==> config.mk <==
export PLATFORM = sky130hd
export DESIGN_NAME = draw_scheduler
export DESIGN_NICKNAME = d
export VERILOG_FILES = /design/src/rtl/draw_scheduler.sv
export SDC_FILE = /design/constraint.sdc
export NUM_CORES = 1
export LEC_CHECK = 0
export CAP_MARGIN = 30
export CORE_MARGIN = 2
export CORE_UTILIZATION = 30
export DETAILED_ROUTE_END_ITERATION = 10
export GPL_TIMING_DRIVEN = 0
export PLACE_DENSITY = 0.64
export SKIP_LAST_GASP = 1
export SLEW_MARGIN = 25
export SYNTH_ARGS = -nofsm -noshare
export SYNTH_HDL_FRONTEND = slang
export SYNTH_SLANG_ARGS = --single-unit
==> constraint.sdc <==
create_clock -name Clock -period 6 [get_ports Clock]
set_clock_uncertainty 0.05 [all_clocks]
set_input_delay 1.8 -clock Clock [delete_from_list [all_inputs] [get_ports Clock]]
set_output_delay 1.8 -clock Clock [all_outputs]
set_load 0.05 [all_outputs]
==> src/rtl/draw_scheduler.sv <==
// draw_scheduler
// Shares the single VGA pixel-write port among N draw requesters. The winner's
// rectangle is rastered row-major; rom_addr comes straight from the address
// counter, and plot/x_out/y_out are registered one cycle later so they line up
// with the ROM's 1-cycle read data.
//
// Configuration macro: DRAW_SCHED_ROUND_ROBIN_EN
//   defined   -> round-robin arbitration (search starts after the last grant)
//   undefined -> fixed priority, lowest index wins
//
// Ports
//   Clock, Resetn      clock, asynchronous active-low reset
//   req[N]             level request per requester, held until its done pulse
//   req_x/y/w/h/base   packed per-requester rectangle origin, size, ROM base
//   stall              freezes the raster while drawing
//   grant[N]           one-hot, from latch through the done cycle
//   busy               any grant active
//   rom_addr           sprite ROM read address
//   plot, x_out, y_out registered VGA write strobe and coordinates
//   done[N]            one-cycle completion pulse to the served requester
//
// state | meaning
// IDLE  | waiting for a request; latches the winner's geometry
// DRAW  | one pixel per unstalled cycle
// DONE  | done pulse, last pixel's plot visible; grant released on exit

module draw_scheduler #(
  parameter int N      = 4,
  parameter int ADDR_W = 15,
  parameter int X_MAX  = 160,
  parameter int Y_MAX  = 120
) (
  input  logic                Clock,
  input  logic                Resetn,
  input  logic [N-1:0]        req,
  input  logic [8*N-1:0]      req_x,
  input  logic [7*N-1:0]      req_y,
  input  logic [8*N-1:0]      req_w,
  input  logic [7*N-1:0]      req_h,
  input  logic [ADDR_W*N-1:0] req_base,
  input  logic                stall,
  output logic [N-1:0]        grant,
  output logic                busy,
  output logic [ADDR_W-1:0]   rom_addr,
  output logic                plot,
  output logic [7:0]          x_out,
  output logic [6:0]          y_out,
  output logic [N-1:0]        done
);

  localparam int IDX_W = (N > 1) ? $clog2(N) : 1;
  localparam logic [8:0] X_LIM = 9'(X_MAX);
  localparam logic [7:0] Y_LIM = 8'(Y_MAX);

  typedef enum logic [1:0] {IDLE, DRAW, DONE} state_t;

  state_t              state_q;
  logic [N-1:0]        grant_q, done_q;
  logic [7:0]          ox_q, w_q, cx_q, x_out_q;
  logic [6:0]          oy_q, h_q, cy_q, y_out_q;
  logic [ADDR_W-1:0]   addr_q;
  logic                plot_q;

  logic                win_any_d;
  logic [IDX_W-1:0]    win_idx_d;
  logic [N-1:0]        win_oh_d;
  logic [8:0]          xs_d;
  logic [7:0]          ys_d;
  logic                last_col_d, last_row_d;

`ifdef DRAW_SCHED_ROUND_ROBIN_EN
  logic [IDX_W-1:0]    rr_q;

  always_comb begin
    win_any_d = 1'b0;
    win_idx_d = '0;
    for (int k = 0; k < N; k++) begin
      if (!win_any_d && req[(int'(rr_q) + k) % N]) begin
        win_any_d = 1'b1;
        win_idx_d = IDX_W'((int'(rr_q) + k) % N);
      end
    end
  end

  always_ff @(posedge Clock or negedge Resetn) begin
    if (!Resetn) begin
      rr_q <= '0;
    end else if (state_q == IDLE && win_any_d) begin
      if (int'(win_idx_d) == N - 1) rr_q <= '0;
      else                          rr_q <= win_idx_d + 1'b1;
    end
  end
`else
  // Descending scan so the lowest requesting index is the last assignment.
  always_comb begin
    win_any_d = 1'b0;
    win_idx_d = '0;
    for (int i = N - 1; i >= 0; i--) begin
      if (req[i]) begin
        win_any_d = 1'b1;
        win_idx_d = IDX_W'(i);
      end
    end
  end
`endif

  always_comb begin
    win_oh_d = '0;
    if (win_any_d) win_oh_d[win_idx_d] = 1'b1;
  end

  // Widened sums so off-screen pixels are clipped instead of wrapping back on.
  assign xs_d       = {1'b0, ox_q} + {1'b0, cx_q};
  assign ys_d       = {1'b0, oy_q} + {1'b0, cy_q};
  assign last_col_d = (cx_q == w_q - 8'd1);
  assign last_row_d = (cy_q == h_q - 7'd1);

  always_ff @(posedge Clock or negedge Resetn) begin
    if (!Resetn) begin
      state_q <= IDLE;
      grant_q <= '0;
      done_q  <= '0;
      plot_q  <= 1'b0;
      x_out_q <= '0;
      y_out_q <= '0;
      ox_q    <= '0;
      oy_q    <= '0;
      w_q     <= '0;
      h_q     <= '0;
      cx_q    <= '0;
      cy_q    <= '0;
      addr_q  <= '0;
    end else begin
      done_q <= '0;
      plot_q <= 1'b0;
      case (state_q)
        IDLE: begin
          if (win_any_d) begin
            ox_q    <= req_x[8*win_idx_d +: 8];
            oy_q    <= req_y[7*win_idx_d +: 7];
            w_q     <= req_w[8*win_idx_d +: 8];
            h_q     <= req_h[7*win_idx_d +: 7];
            addr_q  <= req_base[ADDR_W*win_idx_d +: ADDR_W];
            cx_q    <= '0;
            cy_q    <= '0;
            grant_q <= win_oh_d;
            if (req_w[8*win_idx_d +: 8] == 8'd0 || req_h[7*win_idx_d +: 7] == 7'd0) begin
              done_q  <= win_oh_d;
              state_q <= DONE;
            end else begin
              state_q <= DRAW;
            end
          end
        end
        DRAW: begin
          if (!stall) begin
            plot_q  <= (xs_d < X_LIM) && (ys_d < Y_LIM);
            x_out_q <= xs_d[7:0];
            y_out_q <= ys_d[6:0];
            addr_q  <= addr_q + 1'b1;
            if (last_col_d) begin
              cx_q <= '0;
              cy_q <= cy_q + 7'd1;
              if (last_row_d) begin
                done_q  <= grant_q;
                state_q <= DONE;
              end
            end else begin
              cx_q <= cx_q + 8'd1;
            end
          end
        end
        DONE: begin
          grant_q <= '0;
          state_q <= IDLE;
        end
        default: begin
          grant_q <= '0;
          state_q <= IDLE;
        end
      endcase
    end
  end

  assign grant    = grant_q;
  assign busy     = |grant_q;
  assign rom_addr = addr_q;
  assign plot     = plot_q;
  assign x_out    = x_out_q;
  assign y_out    = y_out_q;
  assign done     = done_q;

endmodule

* After elaboration in Yosys (flattened, before gate mapping)
Cells that the tools add are included.
Storage, ports and cells: register bits 86, latch bits 0, bits in writable memories 0, memory bits (read-only) 0, input bits 187, output and inout bits 40, logic and storage cells 91, memories kept 0
Cells by class: $add $sub $neg 7, $mul 2, divide/modulo/power cells 0, order comparisons 4, eq/ne operators 7, shift operators 5, mux-type cells 37, bitwise gates (word level) 2, reductions and logical operators 14
Operator list (count):
- 32-bit by 6-bit indexed part select with 8-bit output | 2
- 60-bit by 7-bit indexed part select with 15-bit output | 1
- 28-bit by 6-bit indexed part select with 7-bit output | 2
- 15-bit 2-to-1 mux | 2
- 15-bit one-hot mux with 2 select lines | 1
- 4-bit 2-to-1 mux | 6
- 8-bit 2-to-1 mux | 3
- 7-bit 2-to-1 mux | 3
- 2-bit 2-to-1 mux | 9
- 4-bit one-hot mux with 2 select lines | 2
- 8-bit one-hot mux with 2 select lines | 1
- 15-bit by 1-bit adder with 15-bit output, second input constant | 1
- 7-bit one-hot mux with 2 select lines | 1
- 8-bit by 8-bit adder with 9-bit output | 1
- 9-bit by 8-bit < comparator with 1-bit output, second input constant | 1
- 7-bit by 7-bit adder with 8-bit output | 1
- 8-bit by 1-bit adder with 8-bit output, second input constant | 1
- 8-bit equality test | 1
- 8-bit zero test | 1
- 8-bit by 7-bit < comparator with 1-bit output, second input constant | 1
- 2-bit inequality test, second input constant | 4
- 4-bit AND reduction | 2
- 8-bit by 1-bit subtractor with 8-bit output, second input constant | 1
- 7-bit by 1-bit adder with 7-bit output, second input constant | 1
- other kinds (19) | 29

* Longest topological paths before layout
depth after elaboration 11, depth in mapped cells 10, mapped depth without buffers 9

* Worst setup path before layout
Ideal clock, no wire load.
path kind input-to-reg, start point in req[0], end point reg addr_q[0], in the netlist rom_addr[0], library setup time 0.148 ns, arrival time 3.338 ns, required time 5.802 ns, slack 2.463 ns, stages 9, path buffers 5, path through buf_2 or2_2 clkbuf_1 clkbuf_1 clkbuf_1 buf_1 a21oi_1 o21ai_0 o211ai_1
On the way: longest elaborated chain between the ends 5, elaborated cells between the ends (all ways) 8, classes of those cells mul (1); eq/ne (1); shift (1); mux (4); reduce/logical (1)
Ends and longest elaborated chain:
- start, declared | line 35 | input logic [N-1:0] req,
- 2-bit 2-to-1 mux | line 99 | if (req[i]) begin
- 4-bit by 2-bit multiplier with 6-bit output | line 143 | addr_q <= req_base[ADDR_W*win_idx_d +: ADDR_W];
- 60-bit by 7-bit indexed part select with 15-bit output | line 143
- 15-bit 2-to-1 mux | line 138 | if (win_any_d) begin
- 15-bit one-hot mux with 2 select lines | line 136 | case (state_q)
- end signal, assigned | line 143
- end signal, assigned | line 160 | addr_q <= addr_q + 1'b1;
- end, declared | line 61 | logic [ADDR_W-1:0] addr_q;
Several ways; a longest one is shown, not always the timed one. The select of a mux whose other input is x is not followed. A chain may end at the register's enable or synchronous reset.

* Worst setup path after layout
start point in req[3], end point reg ox_q[5]
On the way: longest elaborated chain between the ends 5, elaborated cells between the ends (all ways) 10, classes of those cells shift (1); mux (8); reduce/logical (1)
Ends and longest elaborated chain:
- 2-bit 2-to-1 mux or 1-bit 2-to-1 mux (tied branches) (4 in a row) | line 99
- 32-bit by 6-bit indexed part select with 8-bit output or 2-bit AND reduction (tied branches)
- end signal, assigned | line 139 | ox_q <= req_x[8*win_idx_d +: 8];
- end, declared | line 59 | logic [7:0] ox_q, w_q, cx_q, x_out_q;
Several ways; a longest one is shown, not always the timed one.

==> impl_metrics.json <==
{
  "postSynthRegisterBits": 86,
  "stdcell_area_um2": 9420,
  "internal_power_w": 0.00193,
  "grt_max_degree": 55,
  "async_reset_ff_share_pct": 100,
  "viasPerCell": 5.22,
  "met2_usage_pct": 34.3,
  "layout.nets": 1246,
  "cts_max_path_buffers": 2,
  "hold_class": "reg -> reg",
  "gp_congestion": 0.865,
  "post-dp-hpwl_um": 18800,
  "r2r_setup_slack_ns": 3.13,
  "grt_overflow_total": 0,
  "coreArea_um2": 21200,
  "antenna_cells": 0,
  "seqPwrFrac_pct": 29.2,
  "critical_path_class": "in -> reg",
  "cts.sinks": 86,
  "portBuffers": 225,
  "grt_pass1_vias": 6622,
  "dp.cells": 1301,
  "synth_top_flop_cell": "dfrtp_1",
  "fp.dieW_um": 151,
  "seqCellArea_um2": 2150,
  "antenna_found_initial": 0,
  "final-instance-count-excl-fill": 1317,
  "drtAntennaViolNets": 0,
  "area_delta_synth_final_pct": 44.8,
  "rsz0062_at_grt": "false",
  "synth_seq_area_share_pct": 33.1,
  "ys_types": 66,
  "synthCells": 800,
  "power.switching_w": 0.00180,
  "yosys-top-cells-area": "dfrtp_1, mux2i_1, o21ai_0",
  "p_comb_share_pct": 55.9,
  "layout_worst_path_cycle_share_pct": 78.9,
  "cp_max_fo": 10,
  "max_slew_margin_pct": 39.9,
  "place_area_um2": 9130,
  "ys_top_cells_by_count": "nand2_1, o21ai_0, dfrtp_1",
  "multi_input_area_um2": 4080,
  "grt_usage_pct": 20.2,
  "maxCapViolations": 0,
  "drive_gt1_share_pct": 4.03,
  "cts-htree-levels": 3,
  "pin_count": 227,
  "vias": 6877,
  "die_area_um2": 22900,
  "start_util_pct": 30.8,
  "busiest_layer": "met2",
  "cts_buffers": 9,
  "synth_top_area_cell": "dfrtp_1",
  "worst_pin_slew_ns": 0.901,
  "final-hold-violation-count": 0,
  "cts_tree": "yes",
  "path_clk_slew_ns": 0.07,
  "met3_usage_pct": 5.06,
  "std_cell_rows": 53,
  "drv_slew": 0,
  "syn_area_per_cell_um2": 8.13,
  "syn_area_um2": 6500,
  "avgRoutedWirePerCell_um": 17.8,
  "postCtsSetupRepairBufs": 0,
  "synth_warnings": 0,
  "p_leak_nw": 3.99,
  "postCtsHoldBufs": 0,
  "synth_edf_count": 0,
  "ir_drop_mv": 0.371,
  "cp-end-kind": "flop",
  "min_period_ns": 4.73,
  "crit_arrival_ns": 4.90,
  "syn_nets": 1009,
  "ctsResizeCount": 0,
  "yosys.area.top_type_share_pct": 33.1,
  "start_kind": "input pin",
  "drt_wl_total_um": 23400,
  "powerDensity_nw_per_um2": 396,
  "synth_most_common_cell": "nand2_1",
  "clock_latency_ns": 0.35,
  "die_h_um": 151,
  "max_freq_ghz": 0.211,
  "drc": 0,
  "root_buffer": "clkbuf_16",
  "drtIter0Drc": 430,
  "nFillCells": 2082,
  "p_clk_share_pct": 14.9,
  "use_met1_pct": 25.9,
  "drt-pass1-iter-count": 4,
  "run_status": "finished clean",
  "switching_share_pct": 48.4,
  "critPathRequiredTime_ns": 6.16,
  "finalSetupViolations": 0,
  "grt_pass1_wl_um": 35700
}
-- cell families (layout without fill, tap and decap cells) --
kind of cell,count (synthesis),after routing,synth area share (%)
XOR/XNOR,38,38,5.12
AO/OA/AOI/OAI,254,254,24.7
adder cells (fa/ha/maj),22,22,4.46
buffers and inverters,70,312,4.25
multiplexers,58,58,8.96
flip-flops,86,86,33.1
AND/OR/NAND/NOR,272,272,19.5
-- critical path: stages --
cell and delay, ns:
clkdlybuf4s50_1 0.48, nor2b_1 0.18, o21ai_1 0.59, buf_2 0.40, buf_2 0.40, mux2i_1 0.50, mux2i_1 0.13, o221ai_1 0.29
o21ai_0 0.12
-- routing by layer --
layer | vias to the layer above | share of wire (%)
met2 | 192 | 49
met1 | 3256 | 44
met4 | 0 | 1.6
met5 | - | 0
met3 | 25 | 5.2
li1 | 3404 | -
-- area by class of cell --
class	instances	share of cell area (%)
Buffer	55	2.34
Clock buffer	9	2.39
Clock inverter	7	0.691
Inverter	15	0.598
Multi-Input combinational cell	644	43.3
Sequential cell	86	22.8
Tap cell	275	3.65
Timing Repair Buffer	226	24.2
-- final timing paths --
| path | startpoint | to | cells past startpoint |
|---|---|---|---|
| min reg2reg | x_out[0] | x_out[0] | 2 |
| min in group asynchronous | Resetn | done[0] | 1 |
| max | req[3] | ox_q[5] | 9 |
| max reg2reg | state_q[1] | rom_addr[11] | 8 |
| max in group asynchronous | Resetn | cx_q[4] | 2 |
| min | x_out[0] | x_out[0] | 2 |
-- power groups by stage --
| stage | registers [W] | logic (W) | clock network (W) |
|---|---|---|---|
| after floorplan | 0.00141 | 0.00102 | 0 |
| after global placement | 0.00109 | 0.00205 | 0 |
| after detailed placement | 0.00109 | 0.00208 | 0 |
| after CTS | 0.00109 | 0.00209 | 0.000562 |
| after global routing | 0.00113 | 0.00228 | 0.000583 |
| final | 0.00109 | 0.00209 | 0.000555 |
-- flip-flops by register name (all words and copies together) (netlist names), 8 cells and up --
register and count:
cx_q 8, ox_q 8, rom_addr 15, w_q 8
x_out 8
-- cells in the final DEF, fill, tap and decap left out, types with 3 or more instances in the layout --
master / netlist / final
nand3_1: 8 / 8
xor2_1: 20 / 20
a211oi_1: 3 / 3
clkdlybuf4s50_1: 0 / 224
a221oi_1: 8 / 8
nor4_1: 4 / 4
nor3_1: 13 / 13
clkbuf_16: 0 / 9
o22ai_1: 6 / 6
and3_1: 7 / 7
o211ai_1: 5 / 5
ha_1: 20 / 20
o31a_1: 4 / 4
nand2b_1: 13 / 13
mux2i_1: 56 / 56
a22o_1: 4 / 4
inv_1: 15 / 15
nand2_1: 109 / 109
a21oi_1: 50 / 50
o221ai_1: 15 / 15
nand4_1: 10 / 10
a22oi_1: 12 / 12
o21ai_0: 95 / 95
or2_2: 5 / 5
xnor2_1: 18 / 18
o32ai_1: 4 / 4
buf_1: 11 / 11
a21o_1: 9 / 9
a222oi_1: 3 / 3
a31oi_1: 13 / 13
nor2b_1: 6 / 6
dfrtp_1: 86 / 86
nor2_1: 76 / 76
buf_2: 8 / 8
clkbuf_1: 35 / 35
nand3b_1: 9 / 9
-- through the flow --
step                      total power [W]  TNS [ns]  utilization [%]  setup slack [ns]  hold WS, ns
final                             0.00373         0             44.5              1.27        0.428
after global routing              0.00399         0             44.5              1.12        0.452
after CTS                         0.00374         0             44.5              1.22        0.435
after detailed placement          0.00318         0             43.2             0.845        0.417
after global placement            0.00314    -18.42             43.0            -0.223        0.411
after floorplan                   0.00243         0                -              2.46        0.406
Note: power is estimated with default switching activity, not from simulation.
